File: config.mk
export PLATFORM = sky130hd
export DESIGN_NAME = laser_pt_source
export DESIGN_NICKNAME = d
export VERILOG_FILES = /design/src/rtl/laser_pt_source.sv
export SDC_FILE = /design/constraint.sdc
export NUM_CORES = 1
export LEC_CHECK = 0
export CAP_MARGIN = 20
export CORE_ASPECT_RATIO = 1.1
export CORE_MARGIN = 8
export CORE_UTILIZATION = 25
export CTS_CLUSTER_SIZE = 40
export DETAILED_ROUTE_END_ITERATION = 6
export GPL_ROUTABILITY_DRIVEN = 0
export PLACE_DENSITY = 0.38
export SYNTH_ARGS = -nofsm -noshare
export SYNTH_HDL_FRONTEND = slang
export SYNTH_SLANG_ARGS = --single-unit
File: constraint.sdc
create_clock -name CLK -period 16.1 [get_ports CLK]
set_input_delay 3.22 -clock CLK [delete_from_list [all_inputs] [get_ports CLK]]
set_output_delay 3.22 -clock CLK [all_outputs]
set_load 0.02 [all_outputs]
File: src/rtl/laser_pt_source.sv
`timescale 1ns/1ps
// laser_pt_source: stimulus/checker wrapped around the LASER solver.
// A host loads a PT_NUM-point pattern. START resets the solver, streams the
// points on X/Y and waits for DONE. It then captures the two circle centres
// and counts how many points they cover.
// Handshake: START is a one-cycle request taken only while BUSY=0.
// DONE is a level that is sampled only in WAIT. RES_VALID is a one-cycle strobe
// that rises in the same cycle BUSY falls.
// RES_*, SCORE and TIMEOUT stay stable from that strobe until the next
// accepted START.
module laser_pt_source #(
    parameter int unsigned PT_NUM      = 40,
    parameter int unsigned RADIUS      = 4,
    parameter int unsigned RST_CYCLES  = 2,
    parameter int unsigned TIMEOUT_CYC = 8191
) (
    input  logic       CLK,
    input  logic       RST_N,
    input  logic       WR_EN,
    input  logic [5:0] WR_ADDR,
    input  logic [3:0] WR_X,
    input  logic [3:0] WR_Y,
    input  logic       START,
    output logic       LASER_RST,
    output logic [3:0] X,
    output logic [3:0] Y,
    input  logic [3:0] C1X,
    input  logic [3:0] C1Y,
    input  logic [3:0] C2X,
    input  logic [3:0] C2Y,
    input  logic       DONE,
    output logic       BUSY,
    output logic       RES_VALID,
    output logic [3:0] RES_C1X,
    output logic [3:0] RES_C1Y,
    output logic [3:0] RES_C2X,
    output logic [3:0] RES_C2Y,
    output logic [5:0] SCORE,
    output logic       TIMEOUT,
    output logic [2:0] DBG_STATE
);

    localparam int unsigned CW = $clog2(TIMEOUT_CYC + 1);
    localparam logic [8:0]  R2 = 9'(RADIUS * RADIUS);

    typedef enum logic [2:0] {
        S_IDLE   = 3'd0,
        S_RSTD   = 3'd1,
        S_SEND   = 3'd2,
        S_WAIT   = 3'd3,
        S_SCORE  = 3'd4,
        S_REPORT = 3'd5
    } state_t;

    state_t          state_q, state_d;
    logic [CW-1:0]   cnt_q, cnt_d;
    logic [5:0]      idx_q, idx_d;
    logic [5:0]      nxt_idx;
    logic            laser_rst_q, laser_rst_d;
    logic [3:0]      x_q, x_d, y_q, y_d;
    logic            busy_q, busy_d;
    logic            res_valid_q, res_valid_d;
    logic [3:0]      c1x_q, c1x_d, c1y_q, c1y_d, c2x_q, c2x_d, c2y_q, c2y_d;
    logic [5:0]      score_q, score_d;
    logic            timeout_q, timeout_d;
    logic            hit;

    // Point memory has no reset; the host always loads it before a run.
    logic [3:0] pt_x [PT_NUM];
    logic [3:0] pt_y [PT_NUM];

    // Squared-distance test with the stated bit widths (4-bit |d|, 9-bit sum).
    function automatic logic in_circle(input logic [3:0] px, input logic [3:0] py,
                                       input logic [3:0] cx, input logic [3:0] cy);
        logic [3:0] dx, dy;
        logic [7:0] dx2, dy2;
        logic [8:0] d2;
        dx  = (px >= cx) ? (px - cx) : (cx - px);
        dy  = (py >= cy) ? (py - cy) : (cy - py);
        dx2 = {4'd0, dx} * {4'd0, dx};
        dy2 = {4'd0, dy} * {4'd0, dy};
        d2  = {1'b0, dx2} + {1'b0, dy2};
        return d2 <= R2;
    endfunction

    // Host writes land only in IDLE, so the pattern is frozen during a run.
    always_ff @(posedge CLK) begin
        if (state_q == S_IDLE && WR_EN && WR_ADDR < 6'(PT_NUM)) begin
            pt_x[WR_ADDR] <= WR_X;
            pt_y[WR_ADDR] <= WR_Y;
        end
    end

    assign nxt_idx = idx_q + 6'd1;
    // A point counts once even if both circles cover it.
    assign hit = in_circle(pt_x[idx_q], pt_y[idx_q], c1x_q, c1y_q) ||
                 in_circle(pt_x[idx_q], pt_y[idx_q], c2x_q, c2y_q);

    // Next-state and registered-output logic for the run sequencer.
    always_comb begin
        state_d     = state_q;
        cnt_d       = cnt_q;
        idx_d       = idx_q;
        laser_rst_d = laser_rst_q;
        x_d         = x_q;
        y_d         = y_q;
        busy_d      = busy_q;
        res_valid_d = 1'b0;
        c1x_d       = c1x_q;
        c1y_d       = c1y_q;
        c2x_d       = c2x_q;
        c2y_d       = c2y_q;
        score_d     = score_q;
        timeout_d   = timeout_q;
        unique case (state_q)
            S_IDLE: begin
                laser_rst_d = 1'b0;
                x_d         = 4'd0;
                y_d         = 4'd0;
                busy_d      = 1'b0;
                if (START) begin
                    state_d     = S_RSTD;
                    laser_rst_d = 1'b1;
                    busy_d      = 1'b1;
                    timeout_d   = 1'b0;
                    cnt_d       = '0;
                end
            end
            S_RSTD: begin
                if (cnt_q == CW'(RST_CYCLES - 1)) begin
                    state_d     = S_SEND;
                    laser_rst_d = 1'b0;
                    idx_d       = 6'd0;
                    x_d         = pt_x[0];
                    y_d         = pt_y[0];
                end else begin
                    cnt_d = cnt_q + 1'b1;
                end
            end
            S_SEND: begin
                if (idx_q == 6'(PT_NUM - 1)) begin
                    state_d = S_WAIT;
                    x_d     = 4'd0;
                    y_d     = 4'd0;
                    cnt_d   = '0;
                end else begin
                    idx_d = nxt_idx;
                    x_d   = pt_x[nxt_idx];
                    y_d   = pt_y[nxt_idx];
                end
            end
            S_WAIT: begin
                if (DONE) begin
                    state_d = S_SCORE;
                    c1x_d   = C1X;
                    c1y_d   = C1Y;
                    c2x_d   = C2X;
                    c2y_d   = C2Y;
                    score_d = 6'd0;
                    idx_d   = 6'd0;
                end else if (cnt_q == CW'(TIMEOUT_CYC - 1)) begin
                    state_d   = S_REPORT;
                    timeout_d = 1'b1;
                    score_d   = 6'd0;
                    c1x_d     = 4'd0;
                    c1y_d     = 4'd0;
                    c2x_d     = 4'd0;
                    c2y_d     = 4'd0;
                end else begin
                    cnt_d = cnt_q + 1'b1;
                end
            end
            S_SCORE: begin
                if (hit && score_q < 6'(PT_NUM)) begin
                    score_d = score_q + 6'd1;
                end
                if (idx_q == 6'(PT_NUM - 1)) begin
                    state_d = S_REPORT;
                end else begin
                    idx_d = nxt_idx;
                end
            end
            S_REPORT: begin
                res_valid_d = 1'b1;
                busy_d      = 1'b0;
                state_d     = S_IDLE;
            end
            default: begin
                state_d = S_IDLE;
            end
        endcase
    end

    // State and output registers; reset holds the solver in reset.
    always_ff @(posedge CLK or negedge RST_N) begin
        if (!RST_N) begin
            state_q     <= S_IDLE;
            cnt_q       <= '0;
            idx_q       <= 6'd0;
            laser_rst_q <= 1'b1;
            x_q         <= 4'd0;
            y_q         <= 4'd0;
            busy_q      <= 1'b0;
            res_valid_q <= 1'b0;
            c1x_q       <= 4'd0;
            c1y_q       <= 4'd0;
            c2x_q       <= 4'd0;
            c2y_q       <= 4'd0;
            score_q     <= 6'd0;
            timeout_q   <= 1'b0;
        end else begin
            state_q     <= state_d;
            cnt_q       <= cnt_d;
            idx_q       <= idx_d;
            laser_rst_q <= laser_rst_d;
            x_q         <= x_d;
            y_q         <= y_d;
            busy_q      <= busy_d;
            res_valid_q <= res_valid_d;
            c1x_q       <= c1x_d;
            c1y_q       <= c1y_d;
            c2x_q       <= c2x_d;
            c2y_q       <= c2y_d;
            score_q     <= score_d;
            timeout_q   <= timeout_d;
        end
    end

    assign LASER_RST = laser_rst_q;
    assign X         = x_q;
    assign Y         = y_q;
    assign BUSY      = busy_q;
    assign RES_VALID = res_valid_q;
    assign RES_C1X   = c1x_q;
    assign RES_C1Y   = c1y_q;
    assign RES_C2X   = c2x_q;
    assign RES_C2Y   = c2y_q;
    assign SCORE     = score_q;
    assign TIMEOUT   = timeout_q;
    assign DBG_STATE = state_q;

endmodule

==> metrics.txt <==
status=finished, final reports clean; final wirelength=about 62000 µm; DRC Markers=0; flop2flop setup slack=6.51 ns; Mean Syn Cell Area=between 15 and 20 µm²; share of cells above drive strength 1=21.6%; Yosys Warn Count=0; clock slew seen by the registers of the worst setup and hold paths=~0.060 ns; cells on worst reg2reg path=27; CTS tree=built; worst slew pin tran=between 1 and 1.5 ns; Hold Buf Count CTS=0; worst-path fanout max=38; Worst R2R Start=idx_q[1]; number of synthesized flops with an enable pin=320; worst setup path class=reg2reg; post-synthesis sequential area ratio=between 50% and 60%; initial core utilization=between 20 and 30%; I/O pin count=between 70 and 80; Critical Path Start=idx_q[1]; max_slew headroom=26.8%; synthesized instance count=roughly 1300; Yosys reg bits=~380; Setup Viol. Count Final=0; setup bufs post-CTS=0; share of synthesized registers carrying an async set or reset=between 10% and 20%; Final Skew=between 0.015 and 0.02 ns; area grow syn2layout=17.2%; Main synth FF type=edfxtp_1; largest net degree at the start of global routing=120; Worst R2R End=SCORE[0]; Num Clock Sinks=~380; starting DRC count in detailed routing=a little over 800; post-route ant nets=0; Period minus WS final=around 9.6 ns; Avg WL per Cell=between 20 and 25 µm; FP Rows=between 100 and 150; Die Ht=around 320 µm; Clock Path Buffers=3; GRT Resource Usage Total=13.5%; die area=between 90000 and 100000 µm²; Critical Path End Type=register; total CTS buffers=46; fillcell total=around 8100; Nets=~1600; Max Slew Vio Count=0; Syn Nets=roughly 1500; worst endpoint required time=16.56 ns; Final Hold Viols=0; initial antenna violation count=3; number of global-route vias before repair=12900; Die Span X=289 µm; dpl cell area=around 22000 µm²; crit path DAT=between 10 and 15 ns; Core Area=81300 µm²; setup TNS=0 ns; Final HPWL DP=around 43000 µm; PortBufs=between 70 and 80; final global-route overflow total=0; Via density=approximately 4.8; maximum clock frequency=between 100 and 150 MHz; Post-CTS Resized=0; count of cell types in the netlist=between 60 and 70; Max-Cap Viols=0; vias post-DR=approximately 12000; Synth Cell Area=between 20000 and 25000 µm²; hold path depth=2; root buf cell=clkbuf_16; Hold Crit Class=reg2reg; H-tree depth=2; global-route wire length before repair=~91000 µm; period utilization=between 50% and 60%; Hold Crit Start=LASER_RST; hold worst-path end=LASER_RST; fin area=23900 µm²; DR pass1 iterations=5; worst skew pair latency=roughly 0.59 ns; startpoint types=register; unrepaired setup endpoints after global routing=no
-- final cells by class --
class	count	area [µm²]	share of cell area, %
antenna	1	2.50	0.0105
clock buffer	57	1190	4.98
clock inverter	26	313	1.31
inverter	74	278	1.16
multi-input combinational	824	8810	36.8
sequential	376	11000	46.0
tap	1064	1330	5.56
timing repair buffer	107	990	4.13
-- kinds of logic (layout without fill, tap and decap cells) --
family | after synthesis | count (layout) | share of synthesized area (%)
flops | 376 | 376 | 53.9
simple gates | 318 | 318 | 7.37
mux | 223 | 223 | 22.0
compound gates | 163 | 163 | 5.59
buf+inv | 143 | 264 | 3.15
fa+ha+maj | 97 | 97 | 7.04
xor+xnor | 23 | 23 | 0.986
other cells | 0 | 1 | 0
-- worst max-delay path, cell delays in order, from the launching register on --
cell and delay [ns]:
dfrtp_4 0.69, buf_4 0.74, mux4_1 0.69, mux4_2 0.52, a22o_1 0.27, a21oi_2 0.35, inv_2 0.14, fa_1 0.43
a21o_1 0.17, a21o_1 0.17, a21oi_1 0.33, mux2i_1 0.26, xor2_1 0.44, or2_2 0.21, fa_1 0.42, fa_1 0.48
fa_1 0.56, inv_1 0.06, fa_1 0.53, ha_1 0.17, inv_1 0.06, fa_1 0.37, xnor2_1 0.13, nor4_1 0.19
o2111ai_1 0.17, o311a_1 0.28, nor2_1 0.22, mux2_2 0.35
-- state kept, by name, summed over array words and instances (netlist names) --
register   count
idx_q          6
RES_C2Y        4
Y              4
RES_VALID      1
BUSY           1
pt_x         160
LASER_RST      1
DBG_STATE      3
SCORE          6
RES_C1Y        4
RES_C2X        4
X              4
pt_y         160
TIMEOUT        1
RES_C1X        4
cnt_q         13
-- cells in the mapped netlist (all sizes together), types with 5 or more instances --
library cell,count,area share [%]
fa,30,2.9
xnor2,9,0.39
nor2b,10,0.31
o31ai,18,0.66
inv,74,1.4
or2,11,0.34
nand2b,9,0.28
nor4,8,0.25
a41oi,8,0.34
nand4,15,0.46
o21ai,39,0.96
mux2,10,0.55
a21oi,24,0.70
buf,36,1.2
nand2,83,1.5
and3,5,0.15
ha,67,4.1
a21boi,9,0.33
clkbuf,33,0.62
and2,5,0.15
nand3b,8,0.29
mux4,176,20
nor3,7,0.20
xor2,14,0.60
nor2,116,2.1
dfrtp,55,6.7
nand3,27,0.66
a22o,18,0.77
edfxtp,320,47
mux2i,37,1.8
a21o,20,0.74
-- placed cells by master, fill, tap and decap left out, drive strengths merged, types with 10 or more instances in the layout --
master         Yosys  final
o21ai             39     39
mux4             176    176
mux2i             37     37
a21oi             24     24
a22o              18     18
edfxtp           320    320
clkinv             0     17
inv               74     75
clkdlybuf4s50      0     68
o31ai             18     18
nand2             83     83
clkbuf            33     57
nor2             116    116
nand4             15     15
dfrtp             55     55
xor2              14     14
or2               11     11
nand3             27     27
ha                67     67
fa                30     30
mux2              10     10
a21o              20     20
nor2b             10     10
buf               36     39
-- how the worst max path moves through the flow --
stage                          end  slack (ns)  cells past startpoint
final                     SCORE[0]        6.51                     27
after global routing      SCORE[0]        5.80                     26
after CTS                 SCORE[0]        6.32                     27
after detailed placement  SCORE[0]        6.32                     28
after global placement    SCORE[0]        6.46                     27
after floorplan           SCORE[0]        8.14                     26
-- metal layers --
layer / GRT usage [%] / part of all wire, % / routed length (µm)
met1: 17.9 / 45 / 27400
met2: 22.7 / 49 / 30100
met3: 2.35 / 4.3 / 2660
met4: 3.56 / 2.4 / 1470
met5: 0 / 0.037 / 23
-- stage by stage --
stage          util (%)  cells  setup slack (ns)  hold slack, ns
2_1_floorplan         -   1343              8.14           0.510
3_3_place_gp       27.5   2441              6.46           0.496
3_5_place_dp       27.6   2443              6.32           0.492
4_1_cts            29.4   2526              6.32           0.504
5_1_grt            29.4   2528              5.80           0.545
6_report           29.4   2529              6.51           0.499
Power is left out: the tool's default activity adds up to more than one toggle a clock period on the data nets, which glitch-free logic cannot reach.
